--- src/rtl/prog_loader.sv ---
// prog_loader: streams a length-prefixed, checksummed program image into RAM
// through the shared bus. Each data byte produces a MAR load cycle followed by
// a RAM write cycle, and the CPU is held off the bus for the whole session.
module prog_loader #(
  parameter int ADDR_W = 4,
  parameter int DATA_W = 8,
  parameter int DEPTH  = 16
) (
  input  logic              i_clk,
  input  logic              i_clear_n,
  input  logic              i_start,
  input  logic              i_abort,
  input  logic [DATA_W-1:0] i_rx_data,
  input  logic              i_rx_valid,
  output logic              o_rx_ready,
  output logic [DATA_W-1:0] o_bus_out,
  output logic              o_bus_oe,
  output logic              o_mar_load,
  output logic              o_ram_we,
  output logic              o_cpu_hold,
  output logic              o_busy,
  output logic              o_done,
  output logic              o_error,
  output logic [ADDR_W:0]   o_bytes_written
);

  typedef enum logic [2:0] {
    S_IDLE,
    S_GET_LEN,
    S_GET_BYTE,
    S_SET_ADDR,
    S_WRITE,
    S_GET_SUM,
    S_DONE,
    S_ERROR
  } state_t;

  localparam logic [ADDR_W:0] LP_DEPTH = (ADDR_W+1)'(DEPTH);

  state_t              r_state;
  state_t              w_next_state;
  logic [ADDR_W-1:0]   r_addr;
  logic [ADDR_W:0]     r_len;
  logic [ADDR_W:0]     r_bytes_written;
  logic [DATA_W-1:0]   r_data;
  logic [DATA_W-1:0]   r_sum;
  logic                w_accept;
  logic                w_start_ok;
  logic [ADDR_W:0]     w_len_eff;
  logic [ADDR_W:0]     w_count_inc;

  // A byte moves only when both sides agree; abort always beats start when idle.
  assign w_accept    = o_rx_ready & i_rx_valid;
  assign w_start_ok  = i_start & ~i_abort &
                       ((r_state == S_IDLE) | (r_state == S_DONE) | (r_state == S_ERROR));
  assign w_count_inc = r_bytes_written + (ADDR_W+1)'(1);
  // Zero or oversize lengths (judged on the whole LEN byte) load the full RAM.
  assign w_len_eff   = ((i_rx_data == '0) || (i_rx_data > DATA_W'(DEPTH))) ?
                       LP_DEPTH : i_rx_data[ADDR_W:0];

  // State register.
  always_ff @(posedge i_clk or negedge i_clear_n) begin
    if (!i_clear_n) r_state <= S_IDLE;
    else            r_state <= w_next_state;
  end

  // Next-state logic; abort from any busy state goes straight to ERROR.
  always_comb begin
    w_next_state = r_state;
    case (r_state)
      S_IDLE, S_DONE, S_ERROR: if (w_start_ok) w_next_state = S_GET_LEN;
      S_GET_LEN: begin
        if (i_abort)       w_next_state = S_ERROR;
        else if (w_accept) w_next_state = S_GET_BYTE;
      end
      S_GET_BYTE: begin
        if (i_abort)       w_next_state = S_ERROR;
        else if (w_accept) w_next_state = S_SET_ADDR;
      end
      S_SET_ADDR: begin
        if (i_abort) w_next_state = S_ERROR;
        else         w_next_state = S_WRITE;
      end
      S_WRITE: begin
        if (i_abort)                  w_next_state = S_ERROR;
        else if (w_count_inc == r_len) w_next_state = S_GET_SUM;
        else                          w_next_state = S_GET_BYTE;
      end
      S_GET_SUM: begin
        if (i_abort)       w_next_state = S_ERROR;
        else if (w_accept) w_next_state = (i_rx_data == r_sum) ? S_DONE : S_ERROR;
      end
      default: w_next_state = S_IDLE;
    endcase
  end

  // Session datapath: length, address, running sum, held byte and write count.
  always_ff @(posedge i_clk or negedge i_clear_n) begin
    if (!i_clear_n) begin
      r_addr          <= '0;
      r_len           <= '0;
      r_bytes_written <= '0;
      r_data          <= '0;
      r_sum           <= '0;
    end else if (w_start_ok) begin
      r_addr          <= '0;
      r_bytes_written <= '0;
      r_sum           <= '0;
    end else if (!i_abort) begin
      case (r_state)
        S_GET_LEN: if (w_accept) r_len <= w_len_eff;
        S_GET_BYTE: begin
          if (w_accept) begin
            r_data <= i_rx_data;
            r_sum  <= r_sum + i_rx_data;
          end
        end
        S_WRITE: begin
          r_addr <= r_addr + ADDR_W'(1);
          if (r_bytes_written != LP_DEPTH) r_bytes_written <= w_count_inc;
        end
        default: ;
      endcase
    end
  end

  // Outputs decoded from state; an abort suppresses the strobe of its cycle.
  always_comb begin
    o_rx_ready      = 1'b0;
    o_bus_out       = '0;
    o_bus_oe        = 1'b0;
    o_mar_load      = 1'b0;
    o_ram_we        = 1'b0;
    o_cpu_hold      = 1'b0;
    o_busy          = 1'b0;
    o_done          = 1'b0;
    o_error         = 1'b0;
    o_bytes_written = r_bytes_written;
    case (r_state)
      S_GET_LEN, S_GET_BYTE, S_GET_SUM: begin
        o_rx_ready = 1'b1;
        o_busy     = 1'b1;
        o_cpu_hold = 1'b1;
      end
      S_SET_ADDR: begin
        o_busy                 = 1'b1;
        o_cpu_hold             = 1'b1;
        o_bus_oe               = 1'b1;
        o_bus_out[ADDR_W-1:0]  = r_addr;
        o_mar_load             = ~i_abort;
      end
      S_WRITE: begin
        o_busy     = 1'b1;
        o_cpu_hold = 1'b1;
        o_bus_oe   = 1'b1;
        o_bus_out  = r_data;
        o_ram_we   = ~i_abort;
      end
      S_DONE:  o_done  = 1'b1;
      S_ERROR: o_error = 1'b1;
      default: ;
    endcase
  end

endmodule

--- config.mk ---
export PLATFORM = sky130hd
export DESIGN_NAME = prog_loader
export DESIGN_NICKNAME = d
export VERILOG_FILES = /design/src/rtl/prog_loader.sv
export SDC_FILE = /design/constraint.sdc
export NUM_CORES = 1
export LEC_CHECK = 0
export BUFFER_PORTS_ARGS = -buffer_cell sky130_fd_sc_hd__buf_2
export CAP_MARGIN = 0
export CORE_UTILIZATION = 51
export DETAILED_ROUTE_END_ITERATION = 8
export PLACE_DENSITY = 0.76
export SLEW_MARGIN = 10
export SYNTH_ARGS = -nofsm -noshare
export SYNTH_HDL_FRONTEND = slang
export SYNTH_SLANG_ARGS = --single-unit
--- constraint.sdc ---
create_clock -name i_clk -period 2 [get_ports i_clk]
set_clock_uncertainty 0.2 [all_clocks]
set_input_delay 0.1 -clock i_clk [delete_from_list [all_inputs] [get_ports i_clk]]
set_output_delay 0.1 -clock i_clk [all_outputs]
set_load 0.01 [all_outputs]
==> results_tabular.tex <==
\begin{tabular}{lr}
\hline
Metric & Value \\
\hline
\multicolumn{2}{l}{\textbf{GRT}} \\
Residual overflow from global routing & 0 \\
Number of global-route vias before repair & 1,785 \\
Initial antenna violation count & 0 \\
Global routing usage summed across all routing layers & 0.260 \\
Met1 routing resource usage after global routing & 0.334 \\
Wire length of the first global-routing pass & 8280 µm \\
Most congested layer reported by global routing & met2 \\
Met3 Use GR & 0.0677 \\
Met2 track utilization from global routing & 0.411 \\
Maximum number of pins on one net before global-route repair & 34 \\
\multicolumn{2}{l}{\textbf{Placement}} \\
Detailed placement HPWL & 3300 µm \\
Weighted congestion reported at the end of routability-driven placement & 0.892 \\
Worst slack, placed & -0.130 ns \\
Port-buffer cells & 33 \\
Dpl cells & 302 \\
\multicolumn{2}{l}{\textbf{Clocking}} \\
TritonCTS clock tree & done \\
Skew-Pair Late Insertion Delay & 0.29 ns \\
H-tree levels & 2 \\
Buffer cell driving the clock tree root & sky130\_fd\_sc\_hd\_\_clkbuf\_8 \\
Clock-pin slew of the registers on the worst-case setup and hold paths & 0.07 ns \\
\# clock sinks & 33 \\
CTS max path bufs & 2 \\
CTS buffer count & 5 \\
\multicolumn{2}{l}{\textbf{Logic synthesis}} \\
Share of the synthesized netlist area taken by xor and xnor gates & 0.0680 \\
Synthesized netlist net count & 237 \\
Seq/Total Area, Yosys & 0.401 \\
Synthesis-stage register bit count & 33 \\
Synthesized-area fraction occupied by adder cells & 0.0753 \\
Post-synthesis cell type with the largest combined area & sky130\_fd\_sc\_hd\_\_dfrtp\_1 \\
Per-instance average area after synthesis & 9.67 µm² \\
Async SR Flop Fraction & 1.00 \\
Share of the synthesized area in the top cell type & 0.401 \\
Main combinational cell family by area after synthesis & simple AND/OR/NAND/NOR gates \\
Synth warn & 0 \\
Number of enable-type register cells in the synthesized netlist & 0 \\
Simple-gate portion of the synthesized area & 0.183 \\
Share of the synthesized area in compound gates (AO/OA/AOI/OAI) & 0.178 \\
Commonest register cell after synthesis & sky130\_fd\_sc\_hd\_\_dfrtp\_1 \\
Share of synthesized area spent on multiplexers & 0.0534 \\
Cells after synthesis & 213 \\
Yosys cell types & 48 \\
Cell types occupying the most area after synthesis & sky130\_fd\_sc\_hd\_\_dfrtp\_1 40\%, sky130\_fd\_sc\_hd\_\_ha\_1 6.1\%, sky130\_fd\_sc\_hd\_\_mux2\_2 4.4\% \\
Combined area of all synthesized cells & 2060 µm² \\
\multicolumn{2}{l}{\textbf{Final layout}} \\
Ratio of cells with drive above 1 in the final layout & 0.325 \\
Commonest cells after routing, fill and taps aside & 33 x sky130\_fd\_sc\_hd\_\_buf\_2, 31 x sky130\_fd\_sc\_hd\_\_dfrtp\_1, 21 x sky130\_fd\_sc\_hd\_\_nor2\_1, 21 x sky130\_fd\_sc\_hd\_\_buf\_4, 14 x sky130\_fd\_sc\_hd\_\_nand2\_1 \\
Number of diodes & 0 \\
Non-filler cells in the finished layout & 325 \\
Commonest non-fill, non-tap cell in the layout & sky130\_fd\_sc\_hd\_\_buf\_2 \\
Multi-input gate area in the final layout & 1210 µm² \\
Filler cell count & 290 \\
Syn-to-layout area delta & 30.4\% \\
Storage element area & 828 µm² \\
Nets@finish & 300 \\
\multicolumn{2}{l}{\textbf{STA}} \\
Worst rel slew slack & 0.502 \\
Unrepaired setup endpoints after global routing & yes \\
Total negative slack & -0.271 ns \\
Fin crit period & 2.11 ns \\
Post-route fraction of the period consumed by the critical path & 1.05 \\
Final worst setup slack & -0.105 ns \\
Slew Viols, Final & 0 \\
Slew of the pin with the lowest slew margin & 0.748 ns \\
Final setup violation count & 5 \\
Upper clock frequency limit & 475 MHz \\
Total count of hold-check failures in the final report & 1 \\
Final worst hold slack & -0.00785 ns \\
\multicolumn{2}{l}{\textbf{Detailed routing}} \\
Remaining DRCs & 0 \\
Via count normalized by instance count & 5.55 \\
Drt wl/cell & 15.3 µm \\
Number of DRC markers after the initial detailed-route iteration & 87 \\
Number of detailed-route iterations in the first pass & 4 \\
Final WL & 4980 µm \\
Number of antenna-violating nets in the routed design & 0 \\
Via Count & 1,803 \\
\multicolumn{2}{l}{\textbf{Outcome}} \\
Status & finished, violations left \\
Failing checks & hold timing, setup timing \\
\multicolumn{2}{l}{\textbf{Power}} \\
Net switching share of the total power & 0.371 \\
Total leakage power & 1.31 nW \\
Clock Power Share & 0.208 \\
Share of total power in combinational logic & 0.446 \\
Net Switching & 1.18 mW \\
Int Power & 2.00 mW \\
Max rail drop VDD & 0.000731 V \\
Post-layout total power & 3.18 mW \\
Pwr Density & 1190 nW/µm² \\
Sequential share of power & 0.346 \\
\multicolumn{2}{l}{\textbf{Floorplan}} \\
I/O pin total & 34 \\
Starting Density & 0.546 \\
Die height & 65.6 µm \\
\# rows & 22 \\
Width of the die & 65.6 µm \\
DIE AREA & 4300 µm² \\
Standard cell core area & 3770 µm² \\
\multicolumn{2}{l}{\textbf{Worst setup path}} \\
Worst-path fanout max & 2 \\
Critical path startpoint category & flop \\
Category of the worst setup path capture point & flop \\
Worst path required time & 1.96 ns \\
Start-to-end type of the worst setup path & reg -> reg \\
WP data arrival & 2.07 ns \\
\multicolumn{2}{l}{\textbf{Worst hold path}} \\
Worst Hold Class & in -> reg \\
\multicolumn{2}{l}{\textbf{Flow run}} \\
Total of max-cap violations & 0 \\
\hline
\end{tabular}
synthesized netlist by cell type, drive strengths merged, types with 5 or more instances:
| cell type | instances |
|---|---|
| xnor2 | 9 |
| nor2b | 6 |
| inv | 10 |
| nand3 | 5 |
| a22o | 9 |
| nor3 | 5 |
| buf | 6 |
| and2 | 5 |
| dfrtp | 33 |
| o21ai | 10 |
| ha | 10 |
| nand2 | 15 |
| xor2 | 7 |
| nor2 | 21 |
| mux2 | 8 |
| a21oi | 9 |
timing repair:
item                                    CTS  global route
hold buffers                              9             0
buffers inserted                          6             1
endpoints found under the setup margin    3            16
hold endpoints to repair                 45             0
pin swaps                                 8            11
gates resized for setup                   8             8
critical path, cell delays in order (launching register included):
cell and delay (ns):
sky130_fd_sc_hd__dfrtp_1 0.39, sky130_fd_sc_hd__ha_2 0.19, sky130_fd_sc_hd__buf_6 0.11, sky130_fd_sc_hd__a211o_1 0.31
sky130_fd_sc_hd__a21o_1 0.22, sky130_fd_sc_hd__a21oi_1 0.21, sky130_fd_sc_hd__xor2_1 0.23, sky130_fd_sc_hd__o22ai_1 0.12
layer usage:
metal  vias up  share of wire
li1        876              -
met1       872           0.46
met2        41           0.48
met3        14          0.035
met4         0          0.024
met5         -              0
through the flow:
stage / instance area (µm²) / util
2_1_floorplan: 2080 / -
3_3_place_gp: 2380 / 0.631
3_5_place_dp: 2380 / 0.631
4_1_cts: 2650 / 0.701
5_1_grt: 2690 / 0.712
6_report: 2690 / 0.712
layout make-up:
cell class / count / share of cell area
multi-input combinational: 161 / 0.450
tap: 48 / 0.0224
inverter: 10 / 0.0140
clock buffer: 7 / 0.0321
sequential: 33 / 0.308
clock inverter: 1 / 0.0112
timing repair buffer: 65 / 0.162
flip-flops by register name, indices dropped and copies added, names as in the netlist:
signal / flops
r_sum: 8
r_addr: 4
o_bytes_written: 5
r_state: 3
r_len: 5
r_data: 8
power by group through the flow:
stage / registers [mW] / clock network (mW) / logic (mW)
final: 1.10 / 0.663 / 1.42
after global routing: 1.13 / 0.704 / 1.56
after CTS: 1.09 / 0.661 / 1.33
after detailed placement: 1.10 / 0 / 1.27
after global placement: 1.09 / 0 / 1.24
after floorplan: 1.02 / 0 / 0.953
final timing paths:
path | start | endpoint | cells after the start | slack [ns]
setup / recovery | r_sum[0]$_DFFE_PN0P_ | r_sum[5]$_DFFE_PN0P_ | 7 | -0.11
hold / removal | i_abort | r_state[1]$_DFFE_PN0P_ | 3 | -0.008
setup reg to reg | r_sum[0]$_DFFE_PN0P_ | r_sum[5]$_DFFE_PN0P_ | 7 | -0.11
hold reg to reg | r_data[7]$_DFFE_PN0P_ | r_data[7]$_DFFE_PN0P_ | 1 | 0.30
max in group asynchronous | i_clear_n | r_state[0]$_DFFE_PN0P_ | 2 | 0.86
min in group asynchronous | i_clear_n | r_sum[4]$_DFFE_PN0P_ | 2 | 0.22
kinds of logic after synthesis:
| group | count (synthesis) |
|---|---|
| DFF | 33 |
| AOI/OAI and AO/OA | 52 |
| and+or+nand+nor | 71 |
| adders and majority gates | 12 |
| muxes | 10 |
| buffers and inverters | 19 |
| xor gates and xnor gates | 16 |
(Power assumes the default switching activity.)
